**config.mk**
```make
export PLATFORM = sky130hd
export DESIGN_NAME = com_uart
export DESIGN_NICKNAME = d
export VERILOG_FILES = /design/src/rtl/com_pkg.sv /design/src/rtl/com_uart_tx.sv /design/src/rtl/com_uart.sv
export SDC_FILE = /design/constraint.sdc
export NUM_CORES = 1
export LEC_CHECK = 0
export CAP_MARGIN = 20
export CORE_UTILIZATION = 55
export CTS_CLUSTER_SIZE = 10
export DETAILED_ROUTE_END_ITERATION = 8
export PLACE_DENSITY = 0.76
export SETUP_SLACK_MARGIN = 0.3
export SYNTH_ARGS = -nofsm -noshare
export SYNTH_HDL_FRONTEND = slang
export SYNTH_SLANG_ARGS = --single-unit
```
**constraint.sdc**
```tcl
create_clock -name clk50M -period 3.3 [get_ports clk50M]
set_input_delay 0.495 -clock clk50M [delete_from_list [all_inputs] [get_ports clk50M]]
set_output_delay 0.495 -clock clk50M [all_outputs]
set_load 0.02 [all_outputs]
```
**src/rtl/com_pkg.sv**
```systemverilog
// Shared definitions for the COM serial port: FSM states, frame constants and
// the bit-timer width helper.
package com_pkg;

    typedef enum logic [1:0] {
        ST_IDLE  = 2'd0,
        ST_START = 2'd1,
        ST_DATA  = 2'd2,
        ST_STOP  = 2'd3
    } com_state_t;

    localparam int unsigned DATA_BITS = 8;
    localparam int unsigned STOP_BITS = 1;

    function automatic int unsigned cnt_w(input int unsigned clks_per_bit);
        return (clks_per_bit <= 2) ? 1 : $clog2(clks_per_bit);
    endfunction

endpackage

```
**src/rtl/com_uart_tx.sv**
```systemverilog
// 8N1 transmitter: latches a byte on the write strobe and shifts it out LSB
// first on a registered txd line.
module com_uart_tx
    import com_pkg::*;
#(
    parameter int unsigned CLKS_PER_BIT = 434
) (
    input  logic       clk50M,
    input  logic       rst_n,
    input  logic [7:0] com_data_out,
    input  logic       enable_com_write,
    output logic       com_write_ready,
    output logic       txd
);

    localparam int unsigned CNT_W = cnt_w(CLKS_PER_BIT);

    com_state_t       state;
    logic [CNT_W-1:0] cnt;
    logic [2:0]       bit_idx;
    logic [7:0]       shreg;
    logic             bit_end;

    assign bit_end = (cnt == CNT_W'(CLKS_PER_BIT - 1));

    always_ff @(posedge clk50M or negedge rst_n) begin
        if (!rst_n) begin
            state           <= ST_IDLE;
            cnt             <= '0;
            bit_idx         <= '0;
            shreg           <= '0;
            txd             <= 1'b1;
            com_write_ready <= 1'b1;
        end else if (state == ST_IDLE) begin
            if (enable_com_write) begin
                shreg           <= com_data_out;
                txd             <= 1'b0;
                com_write_ready <= 1'b0;
                cnt             <= '0;
                state           <= ST_START;
            end
        end else if (!bit_end) begin
            cnt <= cnt + CNT_W'(1);
        end else begin
            // Timer reloads on every bit boundary so frame length is exact.
            cnt <= '0;
            case (state)
                ST_START: begin
                    txd     <= shreg[0];
                    shreg   <= {1'b0, shreg[7:1]};
                    bit_idx <= '0;
                    state   <= ST_DATA;
                end
                ST_DATA: begin
                    if (bit_idx == 3'(DATA_BITS - 1)) begin
                        txd     <= 1'b1;
                        bit_idx <= '0;
                        state   <= ST_STOP;
                    end else begin
                        txd     <= shreg[0];
                        shreg   <= {1'b0, shreg[7:1]};
                        bit_idx <= bit_idx + 3'd1;
                    end
                end
                ST_STOP: begin
                    if (bit_idx == 3'(STOP_BITS - 1)) begin
                        com_write_ready <= 1'b1;
                        state           <= ST_IDLE;
                    end else begin
                        bit_idx <= bit_idx + 3'd1;
                    end
                end
                default: state <= ST_IDLE;
            endcase
        end
    end

endmodule

```
**src/rtl/com_uart.sv**
```systemverilog
// COM-interface UART: transmitter sub-block plus the synchronised 8N1
// receiver with read-ready, overrun and framing-error flags.
module com_uart
    import com_pkg::*;
#(
    parameter int unsigned CLK_HZ       = 50000000,
    parameter int unsigned BAUD         = 115200,
    parameter int unsigned CLKS_PER_BIT = CLK_HZ / BAUD
) (
    input  logic       clk50M,
    input  logic       rst_n,
    input  logic [7:0] com_data_out,
    input  logic       enable_com_write,
    output logic       com_write_ready,
    output logic [7:0] com_data_in,
    output logic       com_read_ready,
    input  logic       int_com_ack,
    input  logic       rxd,
    output logic       txd,
    output logic       rx_frame_err,
    output logic       rx_overrun
);

    localparam int unsigned CNT_W = cnt_w(CLKS_PER_BIT);
    localparam int unsigned HALF  = CLKS_PER_BIT / 2;

    com_uart_tx #(
        .CLKS_PER_BIT(CLKS_PER_BIT)
    ) u_tx (
        .clk50M          (clk50M),
        .rst_n           (rst_n),
        .com_data_out    (com_data_out),
        .enable_com_write(enable_com_write),
        .com_write_ready (com_write_ready),
        .txd             (txd)
    );

    logic             rx_meta, rx_sync;
    com_state_t       rx_state;
    logic [CNT_W-1:0] rx_cnt;
    logic [2:0]       rx_idx;
    logic [7:0]       rx_shift;
    logic             bit_end, half_end;

    assign bit_end  = (rx_cnt == CNT_W'(CLKS_PER_BIT - 1));
    assign half_end = (rx_cnt == CNT_W'(HALF - 1));

    always_ff @(posedge clk50M or negedge rst_n) begin
        if (!rst_n) begin
            rx_meta <= 1'b1;
            rx_sync <= 1'b1;
        end else begin
            rx_meta <= rxd;
            rx_sync <= rx_meta;
        end
    end

    always_ff @(posedge clk50M or negedge rst_n) begin
        if (!rst_n) begin
            rx_state       <= ST_IDLE;
            rx_cnt         <= '0;
            rx_idx         <= '0;
            rx_shift       <= '0;
            com_data_in    <= '0;
            com_read_ready <= 1'b0;
            rx_frame_err   <= 1'b0;
            rx_overrun     <= 1'b0;
        end else begin
            rx_frame_err <= 1'b0;
            rx_overrun   <= 1'b0;
            if (int_com_ack) com_read_ready <= 1'b0;
            case (rx_state)
                ST_IDLE: begin
                    if (!rx_sync) begin
                        rx_cnt   <= '0;
                        rx_state <= ST_START;
                    end
                end
                ST_START: begin
                    if (half_end) begin
                        rx_cnt   <= '0;
                        rx_idx   <= '0;
                        rx_state <= rx_sync ? ST_IDLE : ST_DATA;
                    end else begin
                        rx_cnt <= rx_cnt + CNT_W'(1);
                    end
                end
                ST_DATA: begin
                    if (bit_end) begin
                        rx_cnt   <= '0;
                        rx_shift <= {rx_sync, rx_shift[7:1]};
                        rx_idx   <= rx_idx + 3'd1;
                        if (rx_idx == 3'(DATA_BITS - 1)) rx_state <= ST_STOP;
                    end else begin
                        rx_cnt <= rx_cnt + CNT_W'(1);
                    end
                end
                ST_STOP: begin
                    if (bit_end) begin
                        rx_cnt   <= '0;
                        rx_state <= ST_IDLE;
                        // A completing byte overrides a coincident acknowledge.
                        if (rx_sync) begin
                            com_data_in    <= rx_shift;
                            com_read_ready <= 1'b1;
                            rx_overrun     <= com_read_ready & ~int_com_ack;
                        end else begin
                            rx_frame_err <= 1'b1;
                        end
                    end else begin
                        rx_cnt <= rx_cnt + CNT_W'(1);
                    end
                end
                default: rx_state <= ST_IDLE;
            endcase
        end
    end

endmodule

```
# --- Word level (Yosys, flattened, before mapping) ---
# Cells that the tools add are included.
totals:
  register_bits: 59
  inputBits: 13
  output_inout_bits: 13
  word_cells: 113
op_classes:
  n_addsub: 4
  eq_ne: 21
  mux: 50
  bitwise: 3
  reduce_logical: 19
ops:
  columns: ["operator", "count"]
  rows:
  - ["9-bit 2-to-1 mux", 6]
  - ["8-bit 2-to-1 mux", 4]
  - ["9-bit case mux with 3 select lines", 1]
  - ["2-bit 2-to-1 mux", 11]
  - ["9-bit by 1-bit adder with 9-bit output (second input constant)", 2]
  - ["9-bit equality test (second input constant)", 2]
  - ["1-bit 2-to-1 mux", 18]
  - ["8-bit case mux with 2 select lines", 1]
  - ["4-bit AND reduction", 4]
  - ["2-bit inequality test (second input constant)", 7]
  - ["3-bit 2-to-1 mux", 4]
  - ["9-bit by 8-bit equality test with 1-bit output (second input constant)", 1]
  - ["3-bit case mux with 3 select lines", 1]
  - ["3-bit AND reduction", 3]
  - ["2-bit equality test (second input constant)", 4]
  - ["2-bit case mux with 4 select lines", 1]
  - ["2-bit nonzero test", 4]
  - ["3-bit by 1-bit adder with 3-bit output (second input constant)", 2]
  - ["3-bit equality test (second input constant)", 2]
  - ["3-bit by 1-bit inequality test with 1-bit output (second input constant)", 2]
  - ["2-bit case mux with 3 select lines", 1]
  - ["3-bit case mux with 2 select lines", 1]
  - ["3-bit nonzero test", 2]
  - ["5-bit AND reduction", 1]
  - ["9 further kinds", 12]

# --- Depth between registers and ports, before layout ---
# Gate-level depths: netlist of the first run.
depth:
  ltp_word: 5
  ltp_mapped: 8
  ltp_nobuf: 6

# --- Modules after synthesis ---
# From an unflattened synthesis of the first run, not the netlist that was laid out.
hier_totals:
  cells_unflattened: 276
  hier_area_um2: 3130.5
by_module_without_submodules:
  columns: ["module", "instances", "cells_each", "area_per_inst_um2", "seq_area_each_um2"]
  rows:
  - ["com_uart", 1, 137, 1650.3, 878.3]
  - ["com_uart_tx", 1, 139, 1480.2, 603.1]

# --- Worst setup path before layout of the first run ---
# OpenSTA, ideal clock, no wires.
synth_timing:
  path_kind: "register to register"
  from: "register u_tx.state[0]"
  to: "register u_tx.shreg[0]"
  setup_time_ns: 0.125
  t_arrival_ns: 1.719
  required_ns: 3.175
  setup_slack_ns: 1.456
  stages_incl_launch_ff: 7
  period_less_slack_ns: 1.844
  path_cell_list: "dfrtp_1 -> inv_1 -> ha_1 -> buf_6 -> nand3b_4 -> a221oi_4 -> mux2_2"
synth_between:
  elab_chain_cells: 4
  elab_cells_between_ends: 11
  cone_classes: "4 x eq/ne; 3 x mux; 4 x reduce/logical"
synth_rtl:
  columns: ["element", "line", "source"]
  rows:
  - ["from (decl)", "com_uart_tx.sv:18", "com_state_t state;"]
  - ["from (signal assigned)", "com_uart_tx.sv:28", "state <= ST_IDLE;"]
  - ["from (signal assigned)", "com_uart_tx.sv:40", "state <= ST_START;"]
  - ["from (signal assigned)", "com_uart_tx.sv:52", "state <= ST_DATA;"]
  - ["2-bit equality test / 2-bit by 1-bit equality test with 1-bit output (equally long branches)", "com_uart_tx.sv:47", "case (state)"]
  - ["8-bit case mux with 2 select lines", "com_uart_tx.sv:47", null]
  - ["8-bit 2-to-1 mux", "com_uart_tx.sv:42", "end else if (!bit_end) begin"]
  - ["8-bit 2-to-1 mux", "com_uart_tx.sv:34", "end else if (state == ST_IDLE) begin"]
  - ["to (signal assigned)", "com_uart_tx.sv:36", "shreg <= com_data_out;"]
  - ["to (signal assigned)", "com_uart_tx.sv:50", "shreg <= {1'b0, shreg[7:1]};"]
  - ["to (signal assigned)", "com_uart_tx.sv:61", "shreg <= {1'b0, shreg[7:1]};"]
  - ["to (decl)", "com_uart_tx.sv:21", "logic [7:0] shreg;"]
# Parallel ways exist; a longest one is shown, timed or not. The select of a mux whose other input is x is not followed.
# A chain may end at the register's enable or synchronous reset.

# --- Final worst setup path of the first run ---
layout_timing:
  from: "register u_tx.state[0]"
  to: "register u_tx.shreg[5]"
# The elaborated chain is that of the path after synthesis.

==> results of run 1 <==
-- placed cells by master, fill, tap and decap left out, types with 3 or more instances in the layout --
cell type and n:
clkbuf_8 12, ha_1 14, a221o_1 3, dfstp_2 4
clkdlybuf4s50_1 24, nor3b_1 3, nor2b_1 6, nand3b_1 3
inv_1 16, dfrtp_1 55, mux2_2 32, and2_1 5
nand2b_1 4, a211oi_1 5, a21o_1 3, a21oi_1 4
nor2_1 7, mux2i_1 5, nor3_1 3, o21ai_0 16
nand3_1 3, nand2_1 15
-- power breakdown --
group | switching, mW | internal (mW) | leakage, nW
clock network | 0.288 | 0.411 | 0.102
logic | 0.257 | 0.251 | 0.752
registers | 0.0631 | 0.826 | 0.773
total | 0.608 | 1.49 | 1.63
-- routing by layer --
| layer | vias up | GRT usage | part of all wire |
|---|---|---|---|
| li1 | 984 | - | - |
| met1 | 972 | 0.275 | 0.50 |
| met2 | 19 | 0.327 | 0.45 |
| met3 | 11 | 0.0437 | 0.024 |
| met4 | 0 | 0.123 | 0.023 |
| met5 | - | 0 | 0 |
-- registers in the layout (all words and copies together), names as in the netlist, 2 cells and up, named ones only --
name	count
rx_shift	8
u_tx.state	2
rx_idx	3
com_data_in	8
rx_cnt	9
u_tx.bit_idx	3
u_tx.cnt	9
u_tx.shreg	8
-- area by class of cell --
| class | instances | area share |
|---|---|---|
| Timing Repair Buffer | 27 | 0.0738 |
| Multi-Input combinational cell | 172 | 0.403 |
| Clock inverter | 3 | 0.0128 |
| Tap cell | 70 | 0.0248 |
| Inverter | 17 | 0.0181 |
| Sequential cell | 59 | 0.420 |
| Clock buffer | 13 | 0.0479 |
-- logic make-up after synthesis --
family,synth area share
multiplexers,0.137
buffers and inverters,0.0317
AND/OR/NAND/NOR,0.137
adder cells (fa/ha/maj),0.0584
flip-flops,0.494
XOR/XNOR,0.00877
AO/OA/AOI/OAI,0.133
-- critical path, delay by kind of cell, from the launching register on --
family / cells / cell delay (ns)
adder cells (fa/ha/maj): 1 / 0.56
AO/OA/AOI/OAI: 1 / 0.56
flip-flops: 1 / 0.40
multiplexers: 1 / 0.39
AND/OR/NAND/NOR: 1 / 0.25
buffers and inverters: 1 / 0.11
-- worst paths after layout --
check                                 to  slack [ns]  depth (start not counted)
max in group asynchronous       u_tx.txd        2.24                          2
setup / recovery           u_tx.shreg[5]        0.92                          5
hold reg to reg                  rx_sync        0.36                          0
min in group clk50M              rx_sync        0.36                          0
hold / removal               u_tx.cnt[0]        0.21                          1
setup reg to reg           u_tx.shreg[5]        0.92                          5
==> run_results.csv, run 1 <==
group,metric,value,unit
outcome,outcome,"completed",
floorplan,initial_core_util,0.580,
finish,fin_util,0.682,
timing,setup_viol,0,
critical_path,arrival,2.61,ns
finish,multi_input_area,1420,µm²
route,drt-vias-per-instance,5.50,
synthesis,ys_warn_count,0,
placed_design,placed_area,3310,µm²
clocking,clk_pin_slew,0.07,ns
clocking,cts_made_buffers,9,
synthesis,mappedNetlistArea,3000,µm²
placed_design,post-place-ws,0.900,ns
critical_path,crit_fanout,19,
clocking,insertion_delay,0.34,ns
clocking,h-tree-depth,3,
synthesis,yosysMostFrequentCell,"dfrtp_1",
floorplan,die_height,75.8,µm
finish,instances_no_fill,361,
pwr,p_total,2.10,mW
clocking,cts_tree,"yes",
timing,fmax,420,MHz
critical_path,required,3.53,ns
timing,tightest_slew,0.800,ns
synthesis,synth_edf_count,0,
finish,syn_to_final_growth,17.7,%
global_routing,grt_pass1_wl,8850,µm
route,dr.first_iter.drc_count,81,
global_routing,antenna_found_initial,0,
synthesis,netlist.top_cell.by_area,"dfrtp_1",
floorplan,dieWidth,75.8,µm
route,finalWirelength,5190,µm
route,drcViolationCount,0,
synthesis,synth_commonest_cells,"dfrtp_1 (55), mux2_2 (32), inv_1 (16), o21ai_0 (16), nand2_1 (15)",
critical_path,cpPeakStageDelay,0.56,ns
placed_design,port_buffers,25,
floorplan,die-area,5750,µm²
timing,drv_slew,0,
timing,fin_skew,0.00644,ns
global_routing,grt_max_degree,35,
route,ant_nets,0,
synthesis,syn_inst,253,
synthesis,dominantRegCellSynth,"dfrtp_1",
critical_path,r2r_start,"u_tx.state[0]",
critical_path,slowest_stage,"ha_1",
clocking,clock-sinks,59,
finish,drive_gt1_frac,0.241,
worst_hold_path,hp-class,"in -> async",
timing,period_minus_slack,2.38,ns
route,vias,1986,
critical_path,critPathCaptureType,"flip-flop",
synthesis,synth_area_leaders,"dfrtp_1 (46%), mux2_2 (12%), ha_1 (5.8%)",
floorplan,row_count,26,
synthesis,async_flop_share,1.00,
timing,fin_crit_sh,0.721,
synthesis,ys_seq_elements,59,
clocking,clockRootBuffer,"clkbuf_8",
synthesis,ys_seq_area_frac,0.494,
global_routing,grt.overflow.total,0,
clocking,cts_setup_buffers,0,
timing,tns,0,ns
floorplan,fp.coreArea,5170,µm²
critical_path,crit_start,"u_tx.state[0]",
critical_path,crit_path_start_kind,"flip-flop",
route,wire_per_inst,14.4,µm
finish,seqCellArea,1480,µm²
timing,rsz0062_at_grt,"no",
finish,nFillCells,385,
timing,hold_ws,0.214,ns
flow_run,cap_violations,0,
route,drtPass1Iterations,4,
synthesis,synth_nets,280,
finish,design_area,3530,µm²
timing,slew_headroom,0.463,
synthesis,syn_avg_cell_area,11.8,µm²
synthesis,synthDistinctLibCells,55,
clocking,clockBufferDepth,2,
pwr,pwr_density_cell,594,nW/µm²
finish,diodes,0,
timing,worst_slack,0.920,ns
floorplan,io_pins,26,
synthesis,synth_top_area_share,0.459,
finish,final_nets,313,
global_routing,grt_use_total,0.211,
global_routing,grt_pass1_vias,1967,
clocking,post_cts_resized,0,
placed_design,dp_hpwl,3570,µm
placed_design,dp.cells,345,
timing,hold_violations,0,
clocking,cts_hold_buffers,0,
placed_design,place.gp.congestion,0.817,
pwr,p_leak,1.63,nW
critical_path,cp_cell_sequence,"inv_1 > ha_1 > nand2_1 > a221oi_4 > mux2_2",
pwr,vdd_drop_max,0.000302,V
critical_path,crit_type,"reg -> reg",
No activity file was read; power rests on OpenSTA's default activity.
==> run 2: changes to the inputs <==
==> constraint.sdc (replaced) <==
create_clock -name clk50M -period 2.35 [get_ports clk50M]
set_input_delay 0.3525 -clock clk50M [delete_from_list [all_inputs] [get_ports clk50M]]
set_output_delay 0.3525 -clock clk50M [all_outputs]
set_load 0.02 [all_outputs]
==> run_results.csv, run 2 (synthesized netlist as in run 1, its figures left out) <==
group,metric,value,unit
floorplan,dieWidth,75.8,µm
floorplan,row_count,26,
finish,final_common_cell,"dfrtp_1",
route,vias,2018,
clocking,clockBufferDepth,2,
timing,hold_violations,0,
clocking,cts_tree,"yes",
floorplan,fp.coreArea,5170,µm²
timing,rsz0062_at_grt,"no",
timing,fin_skew,0.00633,ns
floorplan,die_height,75.8,µm
clocking,cts_made_buffers,9,
global_routing,grt_max_degree,32,
floorplan,io_pins,26,
finish,syn_to_final_growth,19.4,%
global_routing,grt_pass1_vias,1928,
global_routing,grt_use_total,0.206,
timing,tns,0,ns
global_routing,antenna_found_initial,0,
placed_design,place.gp.congestion,0.795,
route,drt-vias-per-instance,5.53,
clocking,insertion_delay,0.32,ns
placed_design,post-place-ws,0.251,ns
floorplan,initial_core_util,0.580,
placed_design,port_buffers,25,
route,drcViolationCount,0,
critical_path,crit_fanout,10,
placed_design,dp_hpwl,3670,µm
timing,period_minus_slack,1.94,ns
worst_hold_path,hp-class,"in -> async",
clocking,h-tree-depth,3,
critical_path,crit_type,"reg -> reg",
timing,setup_viol,0,
route,ant_nets,0,
floorplan,die-area,5750,µm²
clocking,clock-sinks,59,
route,dr.first_iter.drc_count,68,
timing,fin_crit_sh,0.825,
timing,drv_slew,0,
timing,slew_headroom,0.536,
finish,nFillCells,383,
timing,worst_slack,0.411,ns
critical_path,critPathCaptureType,"flip-flop",
finish,top_regs,"rx_cnt: 9 flops, u_tx.cnt: 9 flops",
finish,final_nets,317,
clocking,clockRootBuffer,"clkbuf_8",
route,finalWirelength,5190,µm
global_routing,grt_pass1_wl,8770,µm
clocking,cts_hold_buffers,0,
pwr,pwr_density_cell,826,nW/µm²
flow_run,cap_violations,0,
route,wire_per_inst,14.2,µm
route,drtPass1Iterations,4,
timing,tightest_slew,0.696,ns
global_routing,grt.overflow.total,0,
pwr,p_leak,1.66,nW
pwr,vdd_drop_max,0.000454,V
outcome,outcome,"completed",
critical_path,arrival,2.15,ns
finish,layout_common_cells,"dfrtp_1 (55), mux2_2 (32), clkdlybuf4s50_1 (24)",
clocking,clk_pin_slew,0.07,ns
finish,diodes,0,
timing,fmax,516,MHz
critical_path,crit_path_start_kind,"flip-flop",
critical_path,required,2.56,ns
finish,drive_gt1_frac,0.254,
## run 2: critical path, stage by stage, from the launching register on
cell	delay, ns
dfrtp_1	0.43
inv_1	0.07
ha_1	0.19
nand3b_1	0.16
o31ai_4	0.12
a21oi_2	0.47
mux2_2	0.39
## run 2: final cells by class
type | instances | area [µm²] | area share
flip-flops and latches | 59 | 1480 | 0.414
multi-input cells | 172 | 1440 | 0.401
repair buffers | 31 | 303 | 0.0846
clock buffers | 10 | 128 | 0.0356
well taps | 70 | 87.6 | 0.0245
clock inverters | 6 | 80.1 | 0.0224
inverters | 17 | 63.8 | 0.0178
## run 2: power breakdown
group / total [mW] / switching (mW) / leakage [nW] / internal (mW)
Combinational: 0.748 / 0.366 / 0.777 / 0.382
Clock: 0.959 / 0.370 / 0.110 / 0.589
Sequential: 1.25 / 0.0898 / 0.773 / 1.16
Total: 2.96 / 0.826 / 1.66 / 2.13
## run 2: final timing paths
path / slack, ns / to / startpoint / cells past startpoint
min: 0.07 / com_data_in[1] / rst_n / 1
min reg2reg: 0.36 / rx_sync / rx_meta / 0
max reg2reg: 0.41 / rx_state[0] / rx_cnt[0] / 6
max: 0.41 / rx_state[0] / rx_cnt[0] / 6
min in group clk50M: 0.36 / rx_sync / rx_meta / 0
max in group asynchronous: 1.62 / u_tx.txd / rst_n / 2
## run 2: metrics by stage
stage	utilization	std cells	total power [mW]	hold WS (ns)	cell area [µm²]
3_5_place_dp	0.646	347	2.01	0.353	3340
2_1_floorplan	-	253	1.81	0.0569	3000
4_1_cts	0.690	365	2.99	0.0769	3570
5_1_grt	0.692	365	3.13	0.114	3580
3_3_place_gp	0.646	347	1.97	0.349	3340
6_report	0.692	365	2.96	0.0740	3580
## run 2: timing repair
action / 4_1_cts / 5_1_grt
pin swaps: 1 / 1
setup endpoints to repair: 15 / 18
resized for setup: 1 / 2
setup buffers: 2 / 0
## run 2: metal layers
layer | global-route usage | vias up | wire (µm)
met5 | 0 | - | 0
met4 | 0.0741 | 0 | 38
met3 | 0.0595 | 6 | 191
met2 | 0.340 | 38 | 2540
met1 | 0.257 | 985 | 2420
li1 | - | 989 | -
